### config.mk
export PLATFORM = sky130hd
export DESIGN_NAME = preset_sequencer
export DESIGN_NICKNAME = d
export VERILOG_FILES = /design/src/rtl/preset_seq_pkg.sv /design/src/rtl/preset_fifo.sv /design/src/rtl/preset_sequencer.sv
export SDC_FILE = /design/constraint.sdc
export NUM_CORES = 1
export LEC_CHECK = 0
export BUFFER_PORTS_ARGS = -buffer_cell sky130_fd_sc_hd__buf_2
export CORE_UTILIZATION = 57
export CTS_CLUSTER_SIZE = 12
export DETAILED_ROUTE_END_ITERATION = 7
export GPL_ROUTABILITY_DRIVEN = 0
export PLACE_DENSITY = 0.87
export SYNTH_ARGS = -nofsm -noshare
export SYNTH_HDL_FRONTEND = slang
export SYNTH_HIERARCHICAL = 1
export SYNTH_SLANG_ARGS = --single-unit
### constraint.sdc
create_clock -name clk -period 3.36 [get_ports clk]
set_clock_uncertainty 0.1 [all_clocks]
set_input_delay 0.672 -clock clk [delete_from_list [all_inputs] [get_ports clk]]
set_output_delay 0.672 -clock clk [all_outputs]
set_load 0.02 [all_outputs]
### src/rtl/preset_seq_pkg.sv
// preset_seq_pkg: shared state encoding and default sizes for the preset sequencer.
package preset_seq_pkg;
    typedef enum logic [2:0] {IDLE, LAUNCH, WAIT_ACK, WAIT_DONE, GAP} seq_state_t;
    localparam int DEFAULT_WIDTH = 7;
    localparam int DEFAULT_DEPTH = 4;
endpackage

### src/rtl/preset_fifo.sv
// preset_fifo: small FIFO of preset values; level tells full from empty.
module preset_fifo
    import preset_seq_pkg::*;
#(
    parameter int WIDTH = DEFAULT_WIDTH,
    parameter int DEPTH = DEFAULT_DEPTH
) (
    input  logic                     clk,
    input  logic                     rst,
    input  logic                     push,
    input  logic [WIDTH-1:0]         wr_data,
    input  logic                     pop,
    output logic [WIDTH-1:0]         rd_data,
    output logic [$clog2(DEPTH):0]   level,
    output logic                     full,
    output logic                     empty
);
    localparam int AW = $clog2(DEPTH);
    localparam int LW = AW + 1;
    logic [WIDTH-1:0] mem [DEPTH];
    logic [AW-1:0] wr_ptr, rd_ptr;
    always_ff @(posedge clk) begin
        if (push) mem[wr_ptr] <= wr_data;
    end
    always_ff @(posedge clk) begin
        if (rst) begin
            wr_ptr <= '0;
            rd_ptr <= '0;
            level  <= '0;
        end else begin
            if (push) wr_ptr <= wr_ptr + AW'(1);
            if (pop) rd_ptr <= rd_ptr + AW'(1);
            level <= level + LW'(push) - LW'(pop);
        end
    end
    assign rd_data = mem[rd_ptr];
    assign full    = level == LW'(DEPTH);
    assign empty   = level == '0;
endmodule

### src/rtl/preset_sequencer.sv
// preset_sequencer: queues presets and launches them one at a time into a countdown,
// tracking its active flag for completion or ack timeout.
module preset_sequencer
    import preset_seq_pkg::*;
#(
    parameter int WIDTH       = DEFAULT_WIDTH,
    parameter int DEPTH       = DEFAULT_DEPTH,
    parameter int GAP_CYCLES  = 2,
    parameter int ACK_TIMEOUT = 8
) (
    input  logic                   clk,
    input  logic                   rst,
    input  logic                   in_valid,
    output logic                   in_ready,
    input  logic [WIDTH-1:0]       in_value,
    output logic                   cd_start,
    output logic [WIDTH-1:0]       cd_preset,
    input  logic                   cd_active,
    output logic                   busy,
    output logic                   done_pulse,
    output logic                   err_pulse,
    output logic [$clog2(DEPTH):0] level
);
    localparam int LW = $clog2(DEPTH) + 1;
    localparam int AW = $clog2(ACK_TIMEOUT + 1);
    localparam int GW = GAP_CYCLES > 0 ? $clog2(GAP_CYCLES + 1) : 1;
    localparam seq_state_t AFTER_RUN = GAP_CYCLES > 0 ? GAP : IDLE;

    seq_state_t state, state_nx;
    logic [AW-1:0] ack_cnt;
    logic [GW-1:0] gap_cnt;
    logic [WIDTH-1:0] head;
    logic [LW-1:0] level_nx;
    logic push, pop, full, empty, zero_pop, ack_expired, run_done;

    preset_fifo #(.WIDTH(WIDTH), .DEPTH(DEPTH)) u_fifo (
        .clk(clk), .rst(rst), .push(push), .wr_data(in_value), .pop(pop),
        .rd_data(head), .level(level), .full(full), .empty(empty)
    );

    assign in_ready    = !full;
    assign push        = in_valid && !full;
    assign pop         = state == IDLE && !empty && !cd_active;
    assign zero_pop    = pop && head == '0;
    assign ack_expired = state == WAIT_ACK && !cd_active && ack_cnt == AW'(ACK_TIMEOUT - 1);
    assign run_done    = state == WAIT_DONE && !cd_active;
    assign level_nx    = level + LW'(push) - LW'(pop);

    always_comb begin
        case (state)
            IDLE:      state_nx = !pop ? IDLE : zero_pop ? AFTER_RUN : LAUNCH;
            LAUNCH:    state_nx = WAIT_ACK;
            WAIT_ACK:  state_nx = cd_active ? WAIT_DONE : ack_expired ? AFTER_RUN : WAIT_ACK;
            WAIT_DONE: state_nx = run_done ? AFTER_RUN : WAIT_DONE;
            GAP:       state_nx = gap_cnt == GW'(GAP_CYCLES - 1) ? IDLE : GAP;
            default:   state_nx = IDLE;
        endcase
    end

    // Outputs are registered from next-state values so they line up with the state register.
    always_ff @(posedge clk) begin
        if (rst) begin
            state      <= IDLE;
            ack_cnt    <= '0;
            gap_cnt    <= '0;
            cd_start   <= 1'b0;
            cd_preset  <= '0;
            done_pulse <= 1'b0;
            err_pulse  <= 1'b0;
            busy       <= 1'b0;
        end else begin
            state      <= state_nx;
            ack_cnt    <= state == WAIT_ACK ? ack_cnt + AW'(1) : '0;
            gap_cnt    <= state == GAP ? gap_cnt + GW'(1) : '0;
            cd_start   <= state_nx == LAUNCH;
            if (pop) cd_preset <= head;
            done_pulse <= zero_pop || run_done;
            err_pulse  <= ack_expired;
            busy       <= state_nx != IDLE || level_nx != '0;
        end
    end
endmodule

==> results by group, run 1 <==
Synth
  • FF+latch count, synth: 57
  • Yosys warnings: 6
  • Post-synth ARST share: 0%
  • Cell variety after synth: 35
  • Avg Cell Area, Syn: 13.8 um^2
  • Primary FF master, synth: dfxtp_1
  • Synth Instances: 169
  • Post-Syn Nets: 191
  • Post-synthesis sequential area ratio: 61.1%
  • Mapped cell area: 0.00232 mm^2
  • Post-synth EDFFs: 28

Worst setup path
  • CP Cell Sequence: nor3_1, or4_1, or3_1, nand2_1, ha_1, fa_1, nor3_1, a41oi_2
  • R2r startpoint: u_fifo/level[2]
  • Most used cell, CP: nor3_1
  • Crit Reg-Reg Endpoint: busy
  • WP data arrival: 3.20 ns
  • FF-to-FF setup slack: between 0.2 and 0.25 ns
  • CP delay by family, top: simple AND/OR/NAND/NOR gates
  • Critical path endpoint category: flop
  • CP required: 3.43 ns
  • Critical path class: flop to flop
  • Slowest CP cell: or4_1
  • Largest stage delay, worst path: 0.62 ns
  • Crit Path Max Fanout: 5
  • Crit path buf inv count: 0
  • Crit start category: flop
  • Worst Reg-to-Reg Cells: 8

Run status
  • Status: completed

STA
  • Pins Over Slew Limit: 0
  • Fmax: 319 MHz
  • RSZ-0062 raised after global routing: false
  • Worst slew pin tran: 0.580 ns
  • Final Setup Violations: 0
  • Final period utilization: 93.2%
  • Worst setup margin: 0.228 ns
  • Setup TNS: 0 ns
  • Final min period: 3.13 ns
  • Final Hold Fails: 0
  • Rel. slew slack: around 60%

Clocking
  • CTS tree: yes
  • Clock Tree Buf Depth: 2
  • Hold buffers post-CTS: 0
  • Post-CTS sizing: 0
  • Inserted Clock Buffers: 9
  • # H-tree levels: 3
  • Worst-path clk slew: 0.06 ns
  • Postcts setup bufs: 0
  • Clock root buffer: clkbuf_8
  • Worst skew pair latency: 0.33 ns
  • Clock Sinks: 57

Global routing
  • GRT overflow: 0
  • Via count of the first global-routing pass: 1498
  • GRT Overall Usage: 24.7%
  • Initial antenna violation count: 0
  • First-pass GRT wire length: 7350 um
  • Largest net degree at the start of global routing: 24

Die
  • Die Footprint: about 0.0043 mm^2
  • Die height: 65.9 um
  • Placement Rows: 22
  • Width of the die: approximately 66 um
  • # IOs: 26
  • Core area: 0.00380 mm^2
  • Starting Density: between 60% and 70%

Hold path
  • End of the worst hold path: ack_cnt[0]
  • Worst Hold Class: flop to flop
  • Worst Min Path Start: ack_cnt[0]
  • Worst Hold Depth: 1

Final layout
  • Layout area overhead: 14.7%
  • Footprint of the multi-input gates: 831 um^2
  • Register Area: 0.00142 mm^2
  • Layout Utilization: 70.2%
  • Fillers: around 260
  • Layout cells sized above 1: 22.8%
  • Total Nets Final: 223
  • Ant diodes: 0
  • Post-route insts no fill: 254

Detailed routing
  • Post-route antenna net violation count: 0
  • DR DRC count: 0
  • WL per Instance: ~17 um
  • M1 wire length: 1670 um
  • Top Layer Used: met4
  • Met3 wire len: 240 um
  • Met2 wire length: 2460 um
  • Initial DRC Count: 72
  • Vias: 1458
  • Via density: 5.74
  • DR pass1 iterations: 4
  • Total Wirelength: 4430 um

Placement
  • HPWL Detailed: approximately 3100 um
  • Port bufs: 25
  • Pre-CTS WS: ~0.24 ns
  • Placed cells: 238

Run
  • MaxCap Viol Count: 0

Pwr
  • VDD IR max: approximately 0.48 mV
  • PwrDens: 821 mW/mm^2
  • Leak: approximately 1 nW
  • Final Power: roughly 2.2 mW
==> state kept, by name, indices dropped and copies added, names as in the netlist, named ones only <==
signal and count:
cd_start 1, u_fifo/wr_ptr 2, state 3, gap_cnt 2, u_fifo/mem 28, u_fifo/rd_ptr 2, done_pulse 1, err_pulse 1
cd_preset 7, u_fifo/level 3, busy 1, ack_cnt 4
==> layout by cell type, fill, tap and decap left out, types with 2 or more instances in the layout <==
cell | synthesis | layout
mux2i_1 | 8 | 8
ha_1 | 9 | 9
clkinv_1 | 0 | 3
a21oi_1 | 2 | 2
nor2b_1 | 4 | 4
nor3_1 | 5 | 5
or4_1 | 2 | 2
o32a_1 | 2 | 2
nand2_1 | 2 | 2
edfxtp_1 | 28 | 28
fa_1 | 2 | 2
xnor2_1 | 5 | 5
clkbuf_1 | 3 | 2
and2_1 | 4 | 4
or3_1 | 3 | 3
nor2_1 | 23 | 23
nand2b_1 | 3 | 3
dfxtp_1 | 29 | 29
inv_1 | 12 | 12
clkbuf_8 | 0 | 9
mux4_2 | 7 | 7
buf_2 | 1 | 25
==> stage by stage <==
step / hold slack [ns] / instance area, um^2
floorplan: 0.297 / 2320
global placement: 0.307 / 2490
detailed placement: 0.343 / 2490
CTS: 0.355 / 2670
global route: 0.365 / 2670
finish: 0.349 / 2670
==> power by group <==
group / switching (mW) / internal, mW
clock: 0.249 / 0.334
combinational: 0.365 / 0.301
sequential: 0.0948 / 0.847
==> cell usage after synthesis, types with 2 or more instances <==
library cell / number / area (um^2)
clkbuf_1: 3 / 11.3
mux4_2: 7 / 158
edfxtp_1: 28 / 841
dfxtp_1: 29 / 581
mux2i_1: 8 / 80.1
xnor2_1: 5 / 43.8
nor3_1: 5 / 25.0
ha_1: 9 / 113
nand2_1: 2 / 7.51
o32a_1: 2 / 20.0
inv_1: 12 / 45.0
and2_1: 4 / 25.0
nor2b_1: 4 / 25.0
or4_1: 2 / 15.0
or3_1: 3 / 18.8
fa_1: 2 / 40.0
nand2b_1: 3 / 18.8
nor2_1: 23 / 86.3
a21oi_1: 2 / 10.0
==> worst max-delay path by stage <==
stage	from	to	cells after the start
global placement	cd_active	busy	8
global route	u_fifo/level[1]	busy	10
CTS	u_fifo/level[2]	busy	8
floorplan	cd_active	busy	8
finish	u_fifo/level[2]	busy	8
detailed placement	cd_active	busy	8
==> layout make-up <==
| class | count | area share [%] |
|---|---|---|
| clock inverter | 5 | 1.74 |
| sequential | 57 | 53.3 |
| clock buffer | 11 | 4.92 |
| tap | 48 | 2.25 |
| inverter | 12 | 1.69 |
| timing repair buffer | 26 | 4.97 |
| multi-input combinational | 95 | 31.1 |
==> logic make-up (layout without fill, tap and decap cells) <==
kind of cell,count (synthesis),after routing,synth area share (%)
flops,57,57,61.1
mux,15,15,10.2
compound gates,10,10,3.66
fa+ha+maj,11,11,6.57
xor+xnor,7,7,3.28
buf+inv,17,54,3.12
simple gates,52,52,12.0
==> layer usage <==
layer,vias to the layer above,GRT usage [%]
li1,671,-
met1,725,25.7
met2,56,45.0
met3,6,6.21
met4,0,13.3
met5,-,0
(Power assumes the default switching activity.)
==> run 2, diff against run 1 <==
==> constraint.sdc (replaced) <==
create_clock -name clk -period 3.36 [get_ports clk]
set_clock_uncertainty 0.1 [all_clocks]
set_input_delay 0.336 -clock clk [delete_from_list [all_inputs] [get_ports clk]]
set_output_delay 0.336 -clock clk [all_outputs]
set_load 0.02 [all_outputs]
==> run 2 against run 1 <==
Effect of this change: setup slack improved by 0.28 ns; register-to-register slack better by 0.28 ns; power shrank 5.9%; non-clock buffer count is 1 lower; count of clock-buffer cells in the layout is 1 higher; worst hold slack got worse by 0.22 ns; core utilization shrank 0.79 points; final cell count down 0.39%; via count decreased by 7.1%; largest cell class unchanged.
==> results by group, run 2 (synthesis gave the netlist of run 1 again) <==
Run status
  • Status: completed

STA
  • Hold WS: 0.127 ns
  • Rel. slew slack: 58.4%
  • Fmax: 351 MHz
  • Final min period: 2.85 ns
  • Final Hold Fails: 0
  • Final Setup Violations: 0
  • Worst setup margin: approximately 0.5 ns
  • Worst slew pin tran: 0.618 ns
  • RSZ-0062 raised after global routing: false
  • Final period utilization: 84.8%
  • Pins Over Slew Limit: 0
  • Setup TNS: 0 ns

Final layout
  • Largest regs: u_fifo/mem x28, cd_preset x7, ack_cnt x4
  • Layout cells sized above 1: 22.4%
  • Layout Utilization: between 60% and 70%
  • Layout area overhead: 13.5%
  • Design area: approximately 0.0026 mm^2
  • Fillers: 280
  • Footprint of the multi-input gates: 831 um^2
  • Commonest non-fill, non-tap cell in the layout: dfxtp_1
  • Largest Register: u_fifo/mem
  • Register Area: 0.00142 mm^2
  • Max reg flops: 28
  • Most frequent cells in the layout: dfxtp_1, edfxtp_1, buf_2, nor2_1, inv_1
  • Total Nets Final: 222
  • Ant diodes: 0

Die
  • # IOs: 26
  • Die Footprint: ~0.0043 mm^2
  • Die height: ~66 um
  • Core area: approximately 0.0038 mm^2
  • Starting Density: 61.2%
  • Placement Rows: 22
  • Width of the die: 65.9 um

Detailed routing
  • Post-route antenna net violation count: 0
  • WL per Instance: 15.1 um
  • Via density: 5.35
  • DR DRC count: 0
  • Total Wirelength: between 3000 and 4000 um
  • Vias: 1354
  • DR pass1 iterations: 4
  • Initial DRC Count: 139

Pwr
  • Switching power: 0.658 mW
  • Leak: ~1 nW
  • Internal power: about 1.4 mW
  • Combinational fraction of design power: approximately 30%
  • Clk pwr share: 24.6%
  • PwrDens: between 700 and 800 mW/mm^2
  • Net Sw Frac: 31.9%
  • VDD IR max: 0.373 mV
  • Flop pwr share: between 40% and 50%

Run
  • MaxCap Viol Count: 0

Clocking
  • Worst skew pair latency: about 0.32 ns
  • Hold buffers post-CTS: 0
  • Postcts setup bufs: 0
  • CTS tree: yes
  • Worst-path clk slew: 0.06 ns
  • Post-CTS sizing: 0
  • Clock root buffer: clkbuf_8
  • Clock Tree Buf Depth: 2
  • Clock Sinks: between 50 and 60
  • # H-tree levels: 3
  • Inserted Clock Buffers: 9

Placement
  • Port bufs: 25
  • Pre-CTS WS: 0.507 ns
  • Placement Cell Area: 0.00248 mm^2
  • HPWL Detailed: 2760 um

Global routing
  • GRT overflow: 0
  • Largest net degree at the start of global routing: 24
  • GRT Overall Usage: around a fifth
  • Initial antenna violation count: 0
  • First-pass GRT wire length: just over 6000 um
  • Via count of the first global-routing pass: 1365

Worst setup path
  • Critical path class: flop to flop
  • Crit Path Max Fanout: 5
  • WP data arrival: 2.93 ns
  • Critical path endpoint category: flop
  • CP required: 3.44 ns
  • Crit start category: flop

Hold path
  • Worst Hold Class: input port to flop
-- run 2: worst paths after layout --
kind	start	end	slack (ns)	depth (start not counted)
max	u_fifo/level[2]	busy	0.51	8
max reg2reg	u_fifo/level[2]	busy	0.51	8
min	in_value[6]	u_fifo/mem[3][6]	0.13	1
min reg2reg	gap_cnt[0]	gap_cnt[0]	0.33	1
-- run 2: metal layers --
metal / up-vias / track usage (%) / share of wire, %
met1: 653 / 24.4 / 43
met5: - / 0 / 0
li1: 669 / - / -
met2: 25 / 32.4 / 51
met3: 7 / 8.28 / 4.1
met4: 0 / 8.97 / 1.5
-- run 2: final cells by class --
cell class	instances	area share, %
Sequential cell	57	53.9
Multi-Input combinational cell	95	31.5
Clock buffer	12	5.12
Timing Repair Buffer	25	4.74
Tap cell	48	2.28
Inverter	12	1.71
Clock inverter	4	0.759
-- run 2: worst max-delay path, stage by stage (launching register included) --
cell and delay [ns]:
dfxtp_1 0.42, nor3_1 0.08, or4_1 0.62, or3_1 0.45
nand2_1 0.09, ha_1 0.15, fa_1 0.40, nor3_1 0.26
a41oi_2 0.14
-- run 2: power by group through the flow --
stage	clock [mW]	sequential [mW]	combinational [mW]
global placement	0	0.945	0.594
global route	0.552	0.953	0.683
detailed placement	0	0.953	0.620
floorplan	0	0.972	0.460
CTS	0.520	0.939	0.625
finish	0.507	0.937	0.616
-- run 2: through the flow --
stage,std cells,total power [mW]
after floorplan,169,1.43
after global routing,253,2.19
after global placement,237,1.54
after detailed placement,237,1.57
after CTS,253,2.08
final,253,2.06
==> run 3, diff against run 2 <==
==> constraint.sdc (replaced) <==
create_clock -name clk -period 2.92 [get_ports clk]
set_clock_uncertainty 0.1 [all_clocks]
set_input_delay 0.292 -clock clk [delete_from_list [all_inputs] [get_ports clk]]
set_output_delay 0.292 -clock clk [all_outputs]
set_load 0.02 [all_outputs]
==> run 3 against run 2 <==
Effect of this change: global-route usage grew 1.5 points; first-iteration DRC count is 58% lower; wire length increased by 6.4%; critical endpoint unchanged; combinational power increased by 27%; count of clock-buffer cells in the layout stayed put; critical path depth is the same.
==> results by group, run 3 (synthesis gave the netlist of run 1 again) <==
Die
  • Width of the die: 65.9 um
  • Starting Density: 61.2%
  • Placement Rows: 22
  • Die Footprint: 0.00434 mm^2
  • Die height: 65.9 um
  • # IOs: 26
  • Core area: 0.00380 mm^2

Final layout
  • Register Area: ~0.0014 mm^2
  • Layout area overhead: 15.8%
  • Fillers: 261
  • Most frequent cells in the layout: dfxtp_1, edfxtp_1, buf_2, nor2_1, inv_1
  • Layout cells sized above 1: 24.9%
  • Design area: 0.00269 mm^2
  • Commonest non-fill, non-tap cell in the layout: dfxtp_1
  • Max reg flops: 28
  • Footprint of the multi-input gates: 831 um^2
  • Ant diodes: 0
  • Largest Register: u_fifo/mem
  • Total Nets Final: 226
  • Largest regs: u_fifo/mem x28, cd_preset x7, ack_cnt x4

Detailed routing
  • DR DRC count: 0
  • WL per Instance: 15.8 um
  • Via density: 5.49
  • Met2 wire length: 2060 um
  • Top Layer Used: met4
  • Total Wirelength: just over 4000 um
  • Met3 wire len: 164 um
  • Initial DRC Count: 59
  • Post-route antenna net violation count: 0
  • M1 wire length: 1730 um
  • DR pass1 iterations: 4
  • Vias: 1411

Global routing
  • Largest net degree at the start of global routing: 24
  • First-pass GRT wire length: 6670 um
  • Initial antenna violation count: 0
  • Via count of the first global-routing pass: 1475
  • GRT Overall Usage: a little over a fifth
  • GRT overflow: 0

Hold path
  • Worst Hold Depth: 1
  • End of the worst hold path: u_fifo/mem[3][2]
  • Worst Hold Class: input port to flop
  • Worst Min Path Start: in_value[2]

Worst setup path
  • Crit path buf inv count: 0
  • Crit Path Max Fanout: 5
  • Most used cell, CP: nor3_1
  • WP data arrival: between 2 and 3 ns
  • Critical path class: flop to flop
  • R2r startpoint: u_fifo/level[2]
  • Critical path endpoint category: flop
  • Worst Reg-to-Reg Cells: 8
  • CP delay by family, top: simple AND/OR/NAND/NOR gates
  • CP required: 3.00 ns
  • CP Cell Sequence: nor3_1, or4_1, or3_1, nand2_1, ha_1, fa_1, nor3_1, a41oi_2
  • Slowest CP cell: or4_1
  • FF-to-FF setup slack: 0.13 ns
  • Crit start category: flop
  • Crit Reg-Reg Endpoint: busy
  • Largest stage delay, worst path: 0.52 ns

Clocking
  • Worst skew pair latency: 0.31 ns
  • Clock Sinks: 57
  • Post-CTS sizing: 0
  • # H-tree levels: 3
  • Inserted Clock Buffers: 9
  • Postcts setup bufs: 0
  • Worst-path clk slew: 0.06 ns
  • Clock root buffer: clkbuf_8
  • Clock Tree Buf Depth: 2
  • CTS tree: yes
  • Hold buffers post-CTS: 0

STA
  • Setup TNS: 0 ns
  • Final min period: around 2.8 ns
  • Rel. slew slack: 68.6%
  • Pins Over Slew Limit: 0
  • RSZ-0062 raised after global routing: false
  • Fmax: around 360 MHz
  • Final period utilization: a little over nine tenths
  • Worst slew pin tran: 0.467 ns
  • Final Setup Violations: 0
  • Final Hold Fails: 0
  • Hold WS: between 0.09 and 0.1 ns

Placement
  • HPWL Detailed: 3010 um
  • Port bufs: 25
  • Placement Cell Area: 0.00251 mm^2

Pwr
  • PwrDens: 939 mW/mm^2
  • Leak: 1.03 nW
  • VDD IR max: 0.582 mV

Run status
  • Status: completed

Run
  • MaxCap Viol Count: 0
## run 3: cell types whose count changed in the layout (fill, tap and decap cells not counted), sizes merged
cell      change
clkinvlp      -1
bufinv        +1
buf           +4
## run 3: how the worst max path moves through the flow
stage / slack [ns] / startpoint / cells past startpoint / to
global route: 0.01 / u_fifo/level[2] / 8 / busy
detailed placement: 0.11 / u_fifo/level[2] / 8 / busy
CTS: 0.11 / u_fifo/level[2] / 8 / busy
finish: 0.13 / u_fifo/level[2] / 8 / busy
floorplan: 0.14 / u_fifo/level[1] / 9 / busy
global placement: 0.32 / flop / 5 / busy
## run 3: area by class of cell
class	instances	share of cell area, %
repair buffers	29	5.76
well taps	48	2.23
clock inverters	4	1.67
inverters	12	1.67
multi-input cells	95	30.9
flip-flops and latches	57	52.8
clock buffers	12	5.02
## run 3: metrics by stage
| stage | cells | util, % | setup slack, ns | power (mW) |
|---|---|---|---|---|
| after floorplan | 169 | - | 0.135 | 1.65 |
| after global routing | 257 | 70.9 | 0.0118 | 2.67 |
| after global placement | 241 | 66.1 | 0.318 | 1.80 |
| after detailed placement | 241 | 66.1 | 0.110 | 1.88 |
| final | 257 | 70.9 | 0.133 | 2.53 |
| after CTS | 257 | 70.9 | 0.113 | 2.55 |
## run 3: metal layers
layer  GRT usage (%)  vias to the layer above
met3            6.03                       10
met2            34.7                       38
li1                -                      675
met4            13.6                        0
met5               0                        -
met1            26.4                      688
## run 3: report_power, final
group,switching [mW],internal [mW],total (mW)
registers,0.0966,0.974,1.07
clock network,0.284,0.391,0.675
logic,0.413,0.370,0.783
